===== src/rtl/reg_bank_burst_if.sv =====
// Bus bundle for reg_bank_burst: direct write, random read, burst command,
// burst write stream and burst read stream.
interface reg_bank_burst_if #(
  parameter int unsigned DATA_W = 16,
  parameter int unsigned ADDR_W = 4
);
  logic                  wr_en;
  logic [ADDR_W-1:0]     wr_addr;
  logic [DATA_W-1:0]     wr_data;
  logic [DATA_W/8-1:0]   wr_be;
  logic [ADDR_W-1:0]     rd_addr;
  logic [DATA_W-1:0]     rd_data;
  logic                  cmd_valid;
  logic                  cmd_ready;
  logic                  cmd_write;
  logic [ADDR_W-1:0]     cmd_addr;
  logic [ADDR_W-1:0]     cmd_len;
  logic                  bw_valid;
  logic                  bw_ready;
  logic [DATA_W-1:0]     bw_data;
  logic                  br_valid;
  logic                  br_ready;
  logic [DATA_W-1:0]     br_data;
  logic                  br_last;
  logic                  busy;

  modport slave (
    input  wr_en, wr_addr, wr_data, wr_be, rd_addr,
    input  cmd_valid, cmd_write, cmd_addr, cmd_len,
    input  bw_valid, bw_data, br_ready,
    output rd_data, cmd_ready, bw_ready, br_valid, br_data, br_last, busy
  );

  modport master (
    output wr_en, wr_addr, wr_data, wr_be, rd_addr,
    output cmd_valid, cmd_write, cmd_addr, cmd_len,
    output bw_valid, bw_data, br_ready,
    input  rd_data, cmd_ready, bw_ready, br_valid, br_data, br_last, busy
  );
endinterface


===== src/rtl/reg_bank_burst.sv =====
// Register bank with byte-enabled direct writes, combinational random read and an
// auto-incrementing burst engine streaming words in or out over valid/ready.
module reg_bank_burst #(
  parameter int unsigned DATA_W = 16,
  parameter int unsigned ADDR_W = 4
) (
  input logic             clk,
  input logic             reset,
  reg_bank_burst_if.slave bus
);
  localparam int unsigned DEPTH  = 2 ** ADDR_W;
  localparam int unsigned NBYTES = DATA_W / 8;

  typedef enum logic [1:0] {StIdle, StWrite, StRead} state_e;

  state_e              state_q, state_d;
  logic [DATA_W-1:0]   mem_q [DEPTH];
  logic [ADDR_W-1:0]   ptr_q, ptr_d;
  logic [ADDR_W-1:0]   cnt_q, cnt_d;
  logic                more_q, more_d;  // words still to be loaded in a read burst
  logic                br_valid_q, br_valid_d;
  logic                br_last_q, br_last_d;
  logic [DATA_W-1:0]   br_data_q, br_data_d;
  logic                bw_fire;
  logic                load;
  logic                cmd_ready;
  logic                bw_ready;

  always_comb begin
    state_d    = state_q;
    ptr_d      = ptr_q;
    cnt_d      = cnt_q;
    more_d     = more_q;
    br_valid_d = br_valid_q;
    br_last_d  = br_last_q;
    br_data_d  = br_data_q;
    bw_fire    = 1'b0;
    load       = 1'b0;
    cmd_ready  = 1'b0;
    bw_ready   = 1'b0;
    unique case (state_q)
      StIdle: begin
        cmd_ready = 1'b1;
        if (bus.cmd_valid) begin
          ptr_d   = bus.cmd_addr;
          cnt_d   = bus.cmd_len;
          more_d  = 1'b1;
          state_d = bus.cmd_write ? StWrite : StRead;
        end
      end
      StWrite: begin
        // Direct write owns the array port this cycle.
        bw_ready = !bus.wr_en;
        if (bus.bw_valid && bw_ready) begin
          bw_fire = 1'b1;
          ptr_d   = ptr_q + ADDR_W'(1);
          if (cnt_q == '0) begin
            more_d  = 1'b0;
            state_d = StIdle;
          end else begin
            cnt_d = cnt_q - ADDR_W'(1);
          end
        end
      end
      StRead: begin
        load = more_q && (!br_valid_q || bus.br_ready);
        if (load) begin
          br_data_d  = mem_q[ptr_q];
          br_last_d  = (cnt_q == '0);
          br_valid_d = 1'b1;
          ptr_d      = ptr_q + ADDR_W'(1);
          if (cnt_q == '0) begin
            more_d = 1'b0;
          end else begin
            cnt_d = cnt_q - ADDR_W'(1);
          end
        end else if (br_valid_q && bus.br_ready) begin
          // With nothing left to load, the word just taken was the last one.
          br_valid_d = 1'b0;
          br_last_d  = 1'b0;
          if (br_last_q) begin
            state_d = StIdle;
          end
        end
      end
      default: state_d = StIdle;
    endcase
  end

  always_ff @(posedge clk) begin
    if (reset) begin
      state_q    <= StIdle;
      ptr_q      <= '0;
      cnt_q      <= '0;
      more_q     <= 1'b0;
      br_valid_q <= 1'b0;
      br_last_q  <= 1'b0;
      br_data_q  <= '0;
    end else begin
      state_q    <= state_d;
      ptr_q      <= ptr_d;
      cnt_q      <= cnt_d;
      more_q     <= more_d;
      br_valid_q <= br_valid_d;
      br_last_q  <= br_last_d;
      br_data_q  <= br_data_d;
    end
  end

  always_ff @(posedge clk) begin
    if (reset) begin
      for (int unsigned i = 0; i < DEPTH; i++) begin
        mem_q[i] <= '0;
      end
    end else if (bus.wr_en) begin
      for (int unsigned b = 0; b < NBYTES; b++) begin
        if (bus.wr_be[b]) begin
          mem_q[bus.wr_addr][8*b +: 8] <= bus.wr_data[8*b +: 8];
        end
      end
    end else if (bw_fire) begin
      mem_q[ptr_q] <= bus.bw_data;
    end
  end

  assign bus.rd_data   = mem_q[bus.rd_addr];
  assign bus.cmd_ready = cmd_ready;
  assign bus.bw_ready  = bw_ready;
  assign bus.br_valid  = br_valid_q;
  assign bus.br_data   = br_data_q;
  assign bus.br_last   = br_last_q;
  assign bus.busy      = (state_q != StIdle);
endmodule

===== src/flat_wrapper.sv =====
// flat-port wrapper written by rule: the top's interface ports become plain ports
module reg_bank_burst_flat 
#(
  parameter int unsigned DATA_W = 16,
  parameter int unsigned ADDR_W = 4
)
  (clk, reset, bus_wr_en, bus_wr_addr, bus_wr_data, bus_wr_be, bus_rd_addr, bus_cmd_valid, bus_cmd_write, bus_cmd_addr, bus_cmd_len, bus_bw_valid, bus_bw_data, bus_br_ready, bus_rd_data, bus_cmd_ready, bus_bw_ready, bus_br_valid, bus_br_data, bus_br_last, bus_busy);
  reg_bank_burst_if #(.DATA_W(DATA_W), .ADDR_W(ADDR_W)) bus_i ();
  input logic clk;
  input logic reset;
  input wire logic [$bits(bus_i.wr_en)-1:0] bus_wr_en;
  input wire logic [$bits(bus_i.wr_addr)-1:0] bus_wr_addr;
  input wire logic [$bits(bus_i.wr_data)-1:0] bus_wr_data;
  input wire logic [$bits(bus_i.wr_be)-1:0] bus_wr_be;
  input wire logic [$bits(bus_i.rd_addr)-1:0] bus_rd_addr;
  input wire logic [$bits(bus_i.cmd_valid)-1:0] bus_cmd_valid;
  input wire logic [$bits(bus_i.cmd_write)-1:0] bus_cmd_write;
  input wire logic [$bits(bus_i.cmd_addr)-1:0] bus_cmd_addr;
  input wire logic [$bits(bus_i.cmd_len)-1:0] bus_cmd_len;
  input wire logic [$bits(bus_i.bw_valid)-1:0] bus_bw_valid;
  input wire logic [$bits(bus_i.bw_data)-1:0] bus_bw_data;
  input wire logic [$bits(bus_i.br_ready)-1:0] bus_br_ready;
  output wire logic [$bits(bus_i.rd_data)-1:0] bus_rd_data;
  output wire logic [$bits(bus_i.cmd_ready)-1:0] bus_cmd_ready;
  output wire logic [$bits(bus_i.bw_ready)-1:0] bus_bw_ready;
  output wire logic [$bits(bus_i.br_valid)-1:0] bus_br_valid;
  output wire logic [$bits(bus_i.br_data)-1:0] bus_br_data;
  output wire logic [$bits(bus_i.br_last)-1:0] bus_br_last;
  output wire logic [$bits(bus_i.busy)-1:0] bus_busy;
  assign bus_i.wr_en = bus_wr_en;
  assign bus_i.wr_addr = bus_wr_addr;
  assign bus_i.wr_data = bus_wr_data;
  assign bus_i.wr_be = bus_wr_be;
  assign bus_i.rd_addr = bus_rd_addr;
  assign bus_i.cmd_valid = bus_cmd_valid;
  assign bus_i.cmd_write = bus_cmd_write;
  assign bus_i.cmd_addr = bus_cmd_addr;
  assign bus_i.cmd_len = bus_cmd_len;
  assign bus_i.bw_valid = bus_bw_valid;
  assign bus_i.bw_data = bus_bw_data;
  assign bus_i.br_ready = bus_br_ready;
  assign bus_rd_data = bus_i.rd_data;
  assign bus_cmd_ready = bus_i.cmd_ready;
  assign bus_bw_ready = bus_i.bw_ready;
  assign bus_br_valid = bus_i.br_valid;
  assign bus_br_data = bus_i.br_data;
  assign bus_br_last = bus_i.br_last;
  assign bus_busy = bus_i.busy;
  reg_bank_burst #(.DATA_W(DATA_W), .ADDR_W(ADDR_W)) u_core (.clk(clk), .reset(reset), .bus(bus_i));
endmodule

===== config.mk =====
export PLATFORM = sky130hd
export DESIGN_NAME = reg_bank_burst_flat
export DESIGN_NICKNAME = d
export VERILOG_FILES = /design/src/rtl/reg_bank_burst_if.sv /design/src/rtl/reg_bank_burst.sv /design/src/flat_wrapper.sv
export SDC_FILE = /design/constraint.sdc
export NUM_CORES = 1
export LEC_CHECK = 0
export CORE_MARGIN = 2
export CORE_UTILIZATION = 60
export CTS_CLUSTER_DIAMETER = 120
export DETAILED_ROUTE_END_ITERATION = 6
export GPL_TIMING_DRIVEN = 0
export PLACE_DENSITY = 0.8
export SYNTH_ARGS = -nofsm -noshare
export SYNTH_HDL_FRONTEND = slang
export SYNTH_SLANG_ARGS = --single-unit

===== constraint.sdc =====
create_clock -name clk -period 7.7 [get_ports clk]
set_input_delay 1.54 -clock clk [delete_from_list [all_inputs] [get_ports clk]]
set_output_delay 1.54 -clock clk [all_outputs]
set_load 0.02 [all_outputs]

==> impl_metrics.toml, run 1 <==
[status]
status = "complete, no violations"

[yosys]
yosysTopAreaCell = "edfxtp_1"
synth_area_leaders = "edfxtp_1 50%, mux4_2 20%, nor2_1 6.9%, nand4_4 4.2%, dfxtp_1 3.8%"
async_flop_share = 0
synth_cell_types = 55
ys.flop_type = "edfxtp_1"
ys_warn_count = 0
yosysTopAreaCellShare = 0.503
netlist_area_um2 = 15300
ys_seq_area_frac = 0.541
synth_seq_cells = 285
synth_edf_count = 256
syn_nets = 1106
avgSynthCellArea_um2 = 14.6
netlist_instances = 1043

[drt]
drt-initial-drc-count = 1714
vias = 10600
antenna_left = 0
drtPass1Iterations = 6
drc = 0
wire_per_inst_um = 28.9
avgViaCountPerCell = 7.00
routed_wirelength_mm = 43.7

[timing]
tightest_slew_ns = 1.38
fin_hold_ws_ns = 0.490
period_minus_slack_ns = 6.08
fin_skew_ns = 0.0252
max_slew_margin = 0.0833
fmax_mhz = 164
hold_violations = 0
rsz0062_at_grt = "false"
finalCritPeriodShare = 0.790
finalMaxSlewViolations = 0
tns_ns = 0
setup_viol = 0
timing.final.ws_setup_ns = 1.62

[flow_run]
cap_violations = 0

[clocking]
ctsResizeCount = 0
cts_root_buf = "clkbuf_16"
cts_hold_buffers = 0
cts.clk_slew.worst_paths_ns = 0.06
clkSinkCount = 285
cts_tree = "done"
cts_buffer_depth = 3
cts_buffers = 29
postCtsSetupRepairBufs = 0
h-tree-depth = 1
clock_latency_ns = 0.56

[setup_path]
endpoint_kind = "output pin"
crit_fanout = 10
cp.required_ns = 6.16
start_kind = "primary input"
critPathKind = "in -> out"
cp.arrival_ns = 4.54
r2r_cells = 8

[final_layout]
ff_latch_area_um2 = 8270
drive_gt1_frac = 0.242
multi_input_area_um2 = 6560
layout_common_cells = "281 x nor2_1, 256 x edfxtp_1, 139 x mux4_2"
layout_commonest_cell = "nor2_1"
fin_nets = 1225
finalInstanceArea_um2 = 17600
antennaDiodeCount = 0
area_delta_synth_final_pct = 15.3
num-fill-cells = 1692

[die]
die_w_um = 164
io_pins = 94
die_area_um2 = 26800
initial_core_util = 0.608
fp-row-count = 58
die_h_um = 164
core_area_um2 = 25100

[global_route]
grt_use_met2 = 0.546
grt_usage = 0.331
grt_max_degree = 15
antenna_found_initial = 1
grt_remaining_overflow = 0
grt_pass1_vias = 10500
gr-usage-met1 = 0.436
grt_pass1_wl_mm = 64.4
grt_use_met3 = 0.0802
top_usage_layer = "met2"

[power_and_ir_drop]
leakage_uw = 0.00604
powerDensity_nw_per_um2 = 265
power_uw = 4670
ir_drop_v = 0.000157

[placed_design]
portBuffers = 88
hpwl_mm = 31.5
dpl-instance-area_um2 = 16600
preCtsSetupSlack_ns = 1.70
routabilityCongestion = 0.920

[hold_path]
hp-class = "reg -> reg"
whs_path_depth = 1
## cell families (layout without fill, tap and decap cells)
group / after synthesis / count (layout) / synth area share
flip-flops: 285 / 285 / 0.541
adder cells (fa/ha/maj): 6 / 6 / 0.00491
multiplexers: 199 / 199 / 0.251
AO/OA/AOI/OAI: 60 / 60 / 0.0312
AND/OR/NAND/NOR: 406 / 406 / 0.142
buffers and inverters: 87 / 228 / 0.0298
## through the flow
step                cells   util
floorplan            1043      -
global placement     1461  0.660
detailed placement   1461  0.660
CTS                  1514  0.701
global route         1514  0.701
finish               1514  0.701
## Yosys cell counts, types with 5 or more instances
cell	n
nor2_1	281
o22ai_1	5
nor2b_1	5
mux4_2	139
mux2i_4	5
clkbuf_1	41
a221o_1	16
mux2_2	24
nand2b_1	8
dfxtp_1	29
edfxtp_1	256
mux2i_1	28
buf_2	16
inv_1	10
buf_1	6
a21oi_1	12
nand4_4	30
nor3_1	9
nand3_1	5
ha_1	6
buf_6	6
nand2_1	52
## path summary, 6_finish.rpt
kind | start | end | slack, ns
max | bus_rd_addr[1] | bus_rd_data[12] | 1.62
min | u_core.bus.br_data[8] | u_core.bus.br_data[8] | 0.49
max reg2reg | u_core.state_q[1] | u_core.mem_q[4][11] | 4.18
min reg2reg | u_core.bus.br_data[8] | u_core.bus.br_data[8] | 0.49
## final cells by class
class	instances	area share
Clock inverter	17	0.0149
Timing Repair Buffer	88	0.0500
Multi-Input combinational cell	671	0.372
Sequential cell	285	0.470
Inverter	11	0.00234
Tap cell	330	0.0234
Clock buffer	36	0.0438
Buffer	76	0.0235
## flip-flops by register name, indices dropped and copies added (netlist names)
signal and flops:
u_core.more_q 1, u_core.ptr_q 4, u_core.mem_q 256, u_core.bus.br_valid 1, u_core.bus.br_data 16, u_core.state_q 2, u_core.cnt_q 4, u_core.bus.br_last 1
## layer usage
metal / wire length (um) / vias to the layer above
li1: - / 4292
met1: 15300 / 5273
met2: 21100 / 893
met3: 5900 / 134
met4: 1460 / 0
met5: 0 / -
## power by group
group | switching, uW | internal (uW)
logic | 720 | 564
clock network | 610 | 944
registers | 66.6 | 1770
## worst max-delay path, cell delays in order
cell and delay (ns):
clkbuf_1 0.58, clkbuf_1 0.85, mux4_2 0.47, mux4_2 0.54
clkdlybuf4s50_1 0.56
Power figures use the tool's default switching activity.
==> inputs of run 2 (changes only) <==
--- a/config.mk
+++ b/config.mk
@@ -6,11 +6,11 @@
 export NUM_CORES = 1
 export LEC_CHECK = 0
 export CORE_MARGIN = 2
-export CORE_UTILIZATION = 60
+export CORE_UTILIZATION = 54
 export CTS_CLUSTER_DIAMETER = 120
 export DETAILED_ROUTE_END_ITERATION = 6
 export GPL_TIMING_DRIVEN = 0
-export PLACE_DENSITY = 0.8
+export PLACE_DENSITY = 0.76
 export SYNTH_ARGS = -nofsm -noshare
 export SYNTH_HDL_FRONTEND = slang
 export SYNTH_SLANG_ARGS = --single-unit
==> constraint.sdc (replaced) <==
create_clock -name clk -period 5.2 [get_ports clk]
set_input_delay 1.04 -clock clk [delete_from_list [all_inputs] [get_ports clk]]
set_output_delay 1.04 -clock clk [all_outputs]
set_load 0.02 [all_outputs]
==> impl_metrics.toml, run 2 (same netlist as run 1, synthesis figures left out) <==
[die]
die_area_um2 = 29600
initial_core_util = 0.550
die_w_um = 172
die_h_um = 172
core_area_um2 = 27800
fp-row-count = 61
io_pins = 94

[timing]
tightest_slew_ns = 1.42
setup_viol = 0
rsz0062_at_grt = "false"
finalCritPeriodShare = 0.978
fmax_mhz = 197
tns_ns = 0
timing.final.ws_setup_ns = 0.116
fin_skew_ns = 0.0180
hold_violations = 0
max_slew_margin = 0.0479
finalMaxSlewViolations = 0
period_minus_slack_ns = 5.08

[power_and_ir_drop]
p_clk_frac = 0.321
powerDensity_nw_per_um2 = 385
seqPwrFrac = 0.400
internal_power_uw = 4760
p_switching_uw = 2030
comb_power_share = 0.279
switching_share = 0.299
leakage_uw = 0.00601
ir_drop_v = 0.000214

[clocking]
cts.clk_slew.worst_paths_ns = 0.06
ctsResizeCount = 0
cts_hold_buffers = 0
cts_buffers = 29
clock_latency_ns = 0.55
h-tree-depth = 1
cts_buffer_depth = 3
cts_root_buf = "clkbuf_16"
clkSinkCount = 285
postCtsSetupRepairBufs = 0
cts_tree = "done"

[setup_path]
reg2reg_from = "u_core.state_q[1]"
cp.arrival_ns = 4.04
endpoint_kind = "output pin"
crit_fanout = 10
critPathKind = "in -> out"
r2r_slack_ns = 1.80
cp.required_ns = 4.16
r2r_end = "u_core.mem_q[2][14]"
setup.worst_path.start = "bus_rd_addr[1]"
crit_end = "bus_rd_data[12]"
r2r_cells = 8
start_kind = "primary input"

[drt]
wire_per_inst_um = 27.2
vias = 10300
routed_wirelength_mm = 42.5
drtPass1Iterations = 5
avgViaCountPerCell = 6.56
drc = 0
antenna_left = 0
drt-initial-drc-count = 1388

[final_layout]
ff_latch_area_um2 = 8270
layout_common_cells = "281 x nor2_1, 256 x edfxtp_1, 139 x mux4_2"
final_cells = 1564
fin_nets = 1225
finalInstanceArea_um2 = 17600
drive_gt1_frac = 0.238
largest_register_ffs = 256
area_delta_synth_final_pct = 15.4
num-fill-cells = 2029
layout_commonest_cell = "nor2_1"
max_flop_register = "u_core.mem_q"
multi_input_area_um2 = 6550
fin_util = 0.635

[placed_design]
hpwl_mm = 31.5
dpl.cell_count = 1509
preCtsSetupSlack_ns = 0.236
routabilityCongestion = 0.896
dpl-instance-area_um2 = 16600
portBuffers = 88

[flow_run]
cap_violations = 0

[global_route]
grt_remaining_overflow = 0
grt_pass1_wl_mm = 63.8
grt_pass1_vias = 10300
antenna_found_initial = 3
grt_max_degree = 15
grt_usage = 0.297

[status]
status = "complete, no violations"

[hold_path]
hp-class = "reg -> reg"
[run 2: cell count changes in the layout (fill, tap and decap cells not counted), moves of 2 or more]
cell,before,now
clkinv_2,8,0
clkbuf_8,2,9
bufinv_16,7,3
clkbuf_1,46,49
clkinvlp_4,0,2
diode_2,0,2
[run 2: worst min-delay path by stage]
stage	from	to	slack (ns)	cells after the start
after floorplan	u_core.more_q	u_core.more_q	0.46	2
after global placement	u_core.bus.br_data[2]	u_core.bus.br_data[2]	0.47	1
after detailed placement	u_core.bus.br_data[12]	u_core.bus.br_data[12]	0.48	1
after CTS	u_core.bus.br_data[12]	u_core.bus.br_data[12]	0.49	1
after global routing	u_core.bus.br_data[12]	u_core.bus.br_data[12]	0.52	1
final	u_core.bus.br_data[13]	u_core.bus.br_data[13]	0.49	1
[run 2: power by group through the flow]
stage | logic (uW) | clock network, uW | registers (uW)
finish | 1890 | 2180 | 2710
global route | 1990 | 2270 | 2720
CTS | 1870 | 2170 | 2710
detailed placement | 1860 | 0 | 2750
global placement | 1830 | 0 | 2740
floorplan | 1310 | 0 | 2730
[run 2: through the flow]
stage / total power, uW / hold slack, ns
after global routing: 6990 / 0.520
final: 6790 / 0.491
after detailed placement: 4610 / 0.478
after floorplan: 4040 / 0.460
after CTS: 6750 / 0.492
after global placement: 4570 / 0.472
[run 2: final cells by class]
cell class	count	area share
sequential	285	0.469
multi-input combinational	671	0.372
timing repair buffer	88	0.0500
clock buffer	46	0.0499
tap	378	0.0268
buffer	76	0.0235
clock inverter	7	0.00667
inverter	11	0.00234
antenna	2	0.000284
[run 2: layer usage]
layer	GRT usage	wire [um]	vias up
met2	0.480	20500	717
met3	0.0744	5050	100
li1	-	-	4303
met4	0.105	1510	2
met5	0.0122	43	-
met1	0.394	15500	5134
[run 2: worst max-delay path, cell delays in order]
cell             delay, ns
clkbuf_1              0.59
clkbuf_1              0.83
mux4_2                0.48
mux4_2                0.53
clkdlybuf4s50_1       0.57
==> inputs of run 3 (changes only) <==
--- a/config.mk
+++ b/config.mk
@@ -5,7 +5,7 @@
 export SDC_FILE = /design/constraint.sdc
 export NUM_CORES = 1
 export LEC_CHECK = 0
-export CORE_MARGIN = 2
+export CORE_MARGIN = 5
 export CORE_UTILIZATION = 54
 export CTS_CLUSTER_DIAMETER = 120
 export DETAILED_ROUTE_END_ITERATION = 6
==> constraint.sdc (replaced) <==
create_clock -name clk -period 4.3 [get_ports clk]
set_input_delay 0.86 -clock clk [delete_from_list [all_inputs] [get_ports clk]]
set_output_delay 0.86 -clock clk [all_outputs]
set_load 0.02 [all_outputs]
==> impl_metrics.toml, run 3 (same netlist as run 1, synthesis figures left out) <==
[setup_path]
max_stage_delay_ns = 0.58
endpoint_kind = "output pin"
worst_path_dominant_cell_family = "buffers and inverters"
r2r_cells = 8
cp.required_ns = 3.44
r2r_end = "u_core.mem_q[0][9]"
timing.critical_path.mode_cell = "mux4_2"
cp_num_cells = 5
r2r_slack_ns = 0.85
reg2reg_from = "u_core.state_q[1]"
critPathBufInv = 3
cp.arrival_ns = 3.42
crit_path_top_delay_cell = "clkdlybuf4s50_1"
crit_fanout = 10
setup.worst_path.start = "bus_rd_addr[1]"
start_kind = "primary input"
cp_cell_sequence = "clkbuf_1, clkbuf_2, mux4_2, mux4_2, clkdlybuf4s50_1"
critPathKind = "in -> out"

[clocking]
postCtsSetupRepairBufs = 0
cts_root_buf = "clkbuf_16"
ctsResizeCount = 8
cts.clk_slew.worst_paths_ns = 0.06
h-tree-depth = 1
cts_tree = "done"
clock_latency_ns = 0.56
cts_buffer_depth = 3
cts_hold_buffers = 0
clkSinkCount = 285
cts_buffers = 29

[final_layout]
layout_common_cells = "281 x nor2_1, 256 x edfxtp_1, 139 x mux4_2"
final_cells = 1562
antennaDiodeCount = 0
max_flop_register = "u_core.mem_q"
area_delta_synth_final_pct = 15.2
fin_nets = 1225
layout_commonest_cell = "nor2_1"
finalInstanceArea_um2 = 17600
largest_register_ffs = 256
drive_gt1_frac = 0.247

[timing]
timing.final.ws_setup_ns = 0.0152
hold_violations = 0
rsz0062_at_grt = "false"
fmax_mhz = 233
fin_skew_ns = 0.0114
period_minus_slack_ns = 4.28
setup_viol = 0
finalCritPeriodShare = 0.996
finalMaxSlewViolations = 0
tns_ns = 0
max_slew_margin = 0.0911
tightest_slew_ns = 1.36

[drt]
drtPass1Iterations = 5
antenna_left = 0
drc = 0
routed_wirelength_mm = 42.7
avgViaCountPerCell = 6.56
drt-initial-drc-count = 1454
wire_per_inst_um = 27.3
vias = 10200

[placed_design]
routabilityCongestion = 0.935
portBuffers = 88
dpl.cell_count = 1509
dpl-instance-area_um2 = 16600
preCtsSetupSlack_ns = -0.314
hpwl_mm = 31.4

[die]
fp-row-count = 61
core_area_um2 = 27900
initial_core_util = 0.548
io_pins = 94
die_h_um = 178
die_w_um = 178
die_area_um2 = 31800

[global_route]
antenna_found_initial = 0
grt_pass1_wl_mm = 63.0
grt_max_degree = 15
grt_remaining_overflow = 0
grt_usage = 0.267
grt_pass1_vias = 10200

[status]
status = "complete, no violations"

[power_and_ir_drop]
power_uw = 8120
powerDensity_nw_per_um2 = 461
ir_drop_v = 0.000285
leakage_uw = 0.00601

[hold_path]
hold_path_end = "u_core.bus.br_data[3]"
hp-start = "u_core.bus.br_data[3]"
hp-class = "reg -> reg"
whs_path_depth = 1

[flow_run]
cap_violations = 0
## run 3: changes by cell type in the layout (fill, tap and decap cells not counted), sizes merged
cell      previous run  this run
clkbuf              87        74
clkinv               1        12
diode                2         0
clkinvlp             2         3
inv                 12        13
## run 3: power breakdown
group / total [uW] / leakage, uW / internal, uW / switching [uW]
sequential: 3280 / 0.00288 / 3160 / 113
combinational: 2300 / 0.00267 / 1010 / 1290
clock: 2530 / 0.000464 / 1450 / 1090
total: 8120 / 0.00601 / 5620 / 2490
## run 3: worst max-delay path by stage
| stage | to | slack, ns |
|---|---|---|
| after floorplan | bus_rd_data[0] | 0.83 |
| after global placement | bus_rd_data[12] | -0.30 |
| after global routing | bus_rd_data[10] | 0.01 |
| after CTS | bus_rd_data[6] | 0.08 |
| after detailed placement | bus_rd_data[12] | -0.31 |
| final | bus_rd_data[12] | 0.02 |
## run 3: layout make-up
cell class                 instances  area (um^2)
sequential                       285         8270
buffer                            76          425
clock buffer                      33          761
fill                            1989        10300
tap                              378          473
clock inverter                    20          185
timing repair buffer              88          881
inverter                          11         41.3
multi-input combinational        671         6560
## run 3: through the flow
stage | util | hold WS, ns
final | 0.631 | 0.495
after global routing | 0.631 | 0.501
after CTS | 0.631 | 0.492
after detailed placement | 0.597 | 0.473
after global placement | 0.597 | 0.475
after floorplan | - | 0.460
## run 3: metal layers
metal	global-route usage	up-vias	share of wire
met5	0	-	0
met4	0.0665	0	0.023
met3	0.0655	71	0.14
met2	0.439	788	0.48
met1	0.365	5083	0.36
li1	-	4298	-
